File: config.mk
export PLATFORM = sky130hd
export DESIGN_NAME = online_to_conv_r4
export DESIGN_NICKNAME = d
export VERILOG_FILES = /design/src/rtl/online_to_conv_r4.sv
export SDC_FILE = /design/constraint.sdc
export NUM_CORES = 1
export LEC_CHECK = 0
export ABC_CLOCK_PERIOD_IN_PS = 1800
export BUFFER_PORTS_ARGS = -buffer_cell sky130_fd_sc_hd__buf_2
export CAP_MARGIN = 20
export CORE_MARGIN = 5
export CORE_UTILIZATION = 40
export DETAILED_ROUTE_END_ITERATION = 6
export SLEW_MARGIN = 15
export SYNTH_ARGS = -nofsm -noshare
export SYNTH_HDL_FRONTEND = slang
export SYNTH_SLANG_ARGS = --single-unit
File: constraint.sdc
create_clock -name clk -period 1.8 [get_ports clk]
set_input_delay 0.09 -clock clk [delete_from_list [all_inputs] [get_ports clk]]
set_output_delay 0.09 -clock clk [all_outputs]
set_load 0.02 [all_outputs]
File: src/rtl/online_to_conv_r4.sv
// Radix-4 on-the-fly converter: MSD-first signed digits (-3..+3) to a two's-complement integer via Q/QM registers.
// Optional build macro OTF_DIGIT_CHECK_EN adds a sticky flag for the illegal digit -4.
module online_to_conv_r4 #(
    parameter int N = 8
) (
    input  logic           clk,
    input  logic           reset_n,
    input  logic           en,
    input  logic           start,
    input  logic [2:0]     zi,
    output logic           busy,
    output logic           done,
    output logic [2*N:0]   result,
    output logic           digit_err
);

    // state | meaning
    // IDLE  | no operand in progress; en & start loads digit 1
    // CONV  | operand partially assembled; each en consumes one digit
    typedef enum logic {IDLE, CONV} state_t;

    localparam int W  = 2*N + 1;
    localparam int CW = (N > 1) ? $clog2(N) : 1;

    state_t          state;
    logic [CW-1:0]   rem;
    logic [W-1:0]    q, qm;
    logic [W-1:0]    q_base, qm_base, q_next, qm_next;
    logic [1:0]      d_minus1;
    logic            accept, last;

    // On start the registers restart from 0 / -1 before the digit is appended.
    // Digit arithmetic is only 2 bits wide: (d+4) mod 4 == d mod 4 and (d+3) mod 4 == (d-1) mod 4.
    always_comb begin
        q_base   = start ? '0 : q;
        qm_base  = start ? '1 : qm;
        d_minus1 = zi[1:0] - 2'd1;
        q_next   = (zi[2] ? (qm_base << 2) : (q_base << 2)) | W'(zi[1:0]);
        qm_next  = ((!zi[2] && (zi[1:0] != 2'd0)) ? (q_base << 2) : (qm_base << 2)) | W'(d_minus1);
        accept   = en && (start || (state == CONV));
        last     = start ? (N == 1) : (rem == CW'(1));
    end

    always_ff @(posedge clk or negedge reset_n) begin
        if (!reset_n) begin
            state  <= IDLE;
            rem    <= '0;
            q      <= '0;
            qm     <= '1;
            result <= '0;
            done   <= 1'b0;
        end else begin
            done <= 1'b0;
            if (accept) begin
                q  <= q_next;
                qm <= qm_next;
                if (last) begin
                    result <= q_next;
                    done   <= 1'b1;
                    state  <= IDLE;
                    rem    <= '0;
                end else begin
                    state <= CONV;
                    rem   <= start ? CW'(N - 1) : (rem - CW'(1));
                end
            end
        end
    end

    assign busy = (state == CONV);

`ifdef OTF_DIGIT_CHECK_EN
    // Sticky until reset; the offending digit is still converted from its low two bits.
    always_ff @(posedge clk or negedge reset_n) begin
        if (!reset_n) begin
            digit_err <= 1'b0;
        end else if (accept && (zi == 3'b100)) begin
            digit_err <= 1'b1;
        end
    end
`else
    assign digit_err = 1'b0;
`endif

endmodule

==> impl_metrics.csv <==
group,metric,value,unit
run_status,status,"complete, no violations",
global_route,overflow,0,
cells_and_area,fin_util,0.469,
cts,cts-resized-gates,0,
drt,ant_nets,0,
synth,yosys.cell_types.count,31,
cts,clock-sinks,52,
drt,drc_errors,0,
worst_setup_path,crit_path_start,"rem[1]",
placement,dp.final_hpwl,3090,um
synth,yosysSeqAreaShare,0.534,
synth,synth-warning-count,0,
worst_setup_path,cp_max_fo,9,
synth,synth_nets,227,
power_and_ir_drop,swShare,0.294,
timing,fmax,626,MHz
cts,h-tree-depth,2,
timing,tns,0,ns
cells_and_area,antenna_cells,0,
power_and_ir_drop,p_total,2940,uW
worst_setup_path,cp_slowest_stage_delay,0.36,ns
floorplanning,ioPinCount,27,
floorplanning,core,5960,um^2
power_and_ir_drop,p_int,2070,uW
cts,cts_buffer_depth,2,
timing,hold_viol,0,
drt,viasPerCell,5.10,
global_route,grt_pass1_vias,1661,
timing,slew_viol_final,0,
power_and_ir_drop,p_comb_frac,0.243,
power_and_ir_drop,p_leak,0.00124,uW
worst_setup_path,crit_path_end_kind,"register",
worst_setup_path,worst-endpoint-required,1.99,ns
worst_setup_path,critPathKind,"reg2reg",
timing,fin_skew,0.00565,ns
timing,finalCritPeriodShare,0.888,
min_path,worstHoldStart,"zi[1]",
placement,numPortBuffers,25,
cts,cts_tree,"done",
timing,rsz0062_at_grt,"no",
timing,min_period,1.60,ns
cells_and_area,regArea,1320,um^2
worst_setup_path,rr_startpoint,"rem[1]",
timing,final-setup-viol-count,0,
cts,clock_latency,0.30,ns
drt,drt-total-wl,4660,um
power_and_ir_drop,p_per_area,1050,nW/um^2
timing,tightest_slew,0.652,ns
global_route,antenna_found_initial,0,
power_and_ir_drop,power_switching,862,uW
worst_setup_path,startpoint_type,"register",
power_and_ir_drop,seq_power_share,0.527,
global_route,grt_max_degree,53,
drt,routed_wire_length_per_instance,14.5,um
cells_and_area,multi_input_area,1030,um^2
drt,dr.pass1.iters,4,
floorplanning,initial_core_util,0.415,
min_path,hp-class,"in2reg",
synth,netlist_area,2470,um^2
cells_and_area,area_growth,13.1,%
cells_and_area,final_nets,255,
power_and_ir_drop,ir_worst_vdd,522,uV
drt,drt-initial-drc-count,105,
power_and_ir_drop,p_clk_frac,0.230,
global_route,grt_usage,0.133,
synth,synth_area_per_cell,11.4,um^2
drt,dr_total_vias,1637,
synth,synth_seq_cells,52,
cells_and_area,drive_gt1_frac,0.362,
floorplanning,die_h,88.6,um
synth,syn-instance-count,217,
floorplanning,die_x,88.6,um
cts,cts_root_buffer,"clkbuf_8",
worst_setup_path,arrival,1.79,ns
cts,path_clk_slew,0.09,ns
worst_setup_path,slowest_stage,"dfrtp_1",
worst_setup_path,cp_cell_sequence,"inv_1 -> ha_1 -> nand2b_4 -> nor3_4 -> buf_4 -> mux2_2",
placement,gp_congestion,0.695,
floorplanning,fp-row-count,28,
cells_and_area,fillCellCount,563,
cts,cts_made_buffers,5,
job,drv_cap,0,
timing,relSlewSlack,0.566,
global_route,grt_pass1_wl,8110,um
floorplanning,dieArea,7850,um^2
layout make-up:
cell class	instances	share of cell area
Timing Repair Buffer	37	0.0833
Multi-Input combinational cell	142	0.369
Tap cell	75	0.0336
Sequential cell	52	0.472
Clock buffer	8	0.0322
Inverter	7	0.00940
cells in the mapped netlist, drive strengths merged:
| master | instances | area share |
|---|---|---|
| o2bb2ai | 1 | 0.0035 |
| a211oi | 2 | 0.0061 |
| o22ai | 2 | 0.0051 |
| or2 | 1 | 0.0025 |
| ha | 3 | 0.015 |
| o21ai | 16 | 0.032 |
| nor3 | 2 | 0.011 |
| inv | 7 | 0.011 |
| nand2b | 2 | 0.011 |
| mux2i | 2 | 0.0081 |
| conb | 1 | 0.0015 |
| mux2 | 28 | 0.14 |
| buf | 13 | 0.033 |
| nor3b | 1 | 0.0030 |
| a21oi | 4 | 0.0081 |
| dfrtp | 37 | 0.37 |
| dfstp | 15 | 0.16 |
| clkbuf | 3 | 0.0046 |
| o31ai | 1 | 0.0030 |
| a31oi | 12 | 0.030 |
| nand2 | 18 | 0.027 |
| nor2 | 17 | 0.026 |
| o22a | 13 | 0.046 |
| nor2b | 15 | 0.038 |
| o21a | 1 | 0.0030 |
kinds of logic (layout without fill, tap and decap cells):
| group | after synthesis | count (layout) | share of synthesized area |
|---|---|---|---|
| buf+inv | 23 | 52 | 0.0481 |
| fa+ha+maj | 3 | 3 | 0.0152 |
| compound gates | 52 | 52 | 0.138 |
| mux | 30 | 30 | 0.145 |
| other cells | 1 | 1 | 0.00152 |
| simple gates | 56 | 56 | 0.118 |
| flops | 52 | 52 | 0.534 |
worst max-delay path: cells and delay by family, from the launching register on:
kind                     cells  cell delay [ns]
buffers and inverters        2             0.30
adder cells (fa/ha/maj)      1             0.22
AND/OR/NAND/NOR              2             0.25
flip-flops                   1             0.36
multiplexers                 1             0.35
stage by stage:
step	hold slack, ns	setup slack (ns)	std cells	area [um^2]
2_1_floorplan	-0.206	0.111	217	2470
5_1_grt	0.0307	0.105	321	2800
3_3_place_gp	0.252	0.243	311	2690
3_5_place_dp	0.258	0.182	311	2690
6_report	0.0353	0.202	321	2800
4_1_cts	0.0253	0.178	321	2800
per-layer routing:
layer | vias up | track usage | share of wire
met5 | - | 0 | 0
met4 | 0 | 0.0453 | 0.013
met3 | 5 | 0.0279 | 0.038
met2 | 32 | 0.196 | 0.44
met1 | 791 | 0.193 | 0.51
li1 | 809 | - | -
layout by cell type, fill, tap and decap left out:
master          n
o21ai_1         1
inv_1           7
dfstp_2        15
o22a_1         13
conb_1          1
buf_12          1
mux2_4          6
mux2i_1         2
nor2b_1        15
o2bb2ai_1       1
nand2_1        18
mux2_2         22
a211oi_1        2
dlygate4sd3_1   2
clkbuf_8        6
ha_1            3
o21a_1          1
buf_4           9
nor2_1         17
clkbuf_1        2
nor3_4          1
o31ai_1         1
nor3_2          1
nor3b_1         1
a31oi_1        12
dfrtp_1        37
buf_2          25
o21ai_0        15
o22ai_1         2
nand2b_4        2
or2_2           1
a21oi_1         4
final timing paths:
kind	end	cells past startpoint	slack, ns
min in group asynchronous	result[15]	3	0.44
min reg2reg	qm[9]	2	0.49
max in group asynchronous	result[1]	3	0.92
max reg2reg	result[7]	6	0.20
min	result[1]	2	0.04
max	result[7]	6	0.20
state kept, by name (all words and copies together), names as in the netlist:
name,count
done,1
qm,15
result,17
busy,1
q,15
rem,3
repair_timing:
item	CTS	global route
buffers inserted	0	0
hold buffers	2	0
endpoints found under the hold margin	38	0
power groups by stage:
stage               sequential (uW)  clock, uW  combinational (uW)
global route                   1580        762                 787
finish                         1550        676                 713
global placement               1570          0                 712
detailed placement             1570          0                 722
CTS                            1550        713                 728
floorplan                      1670          0                 392
Power figures use the tool's default switching activity.
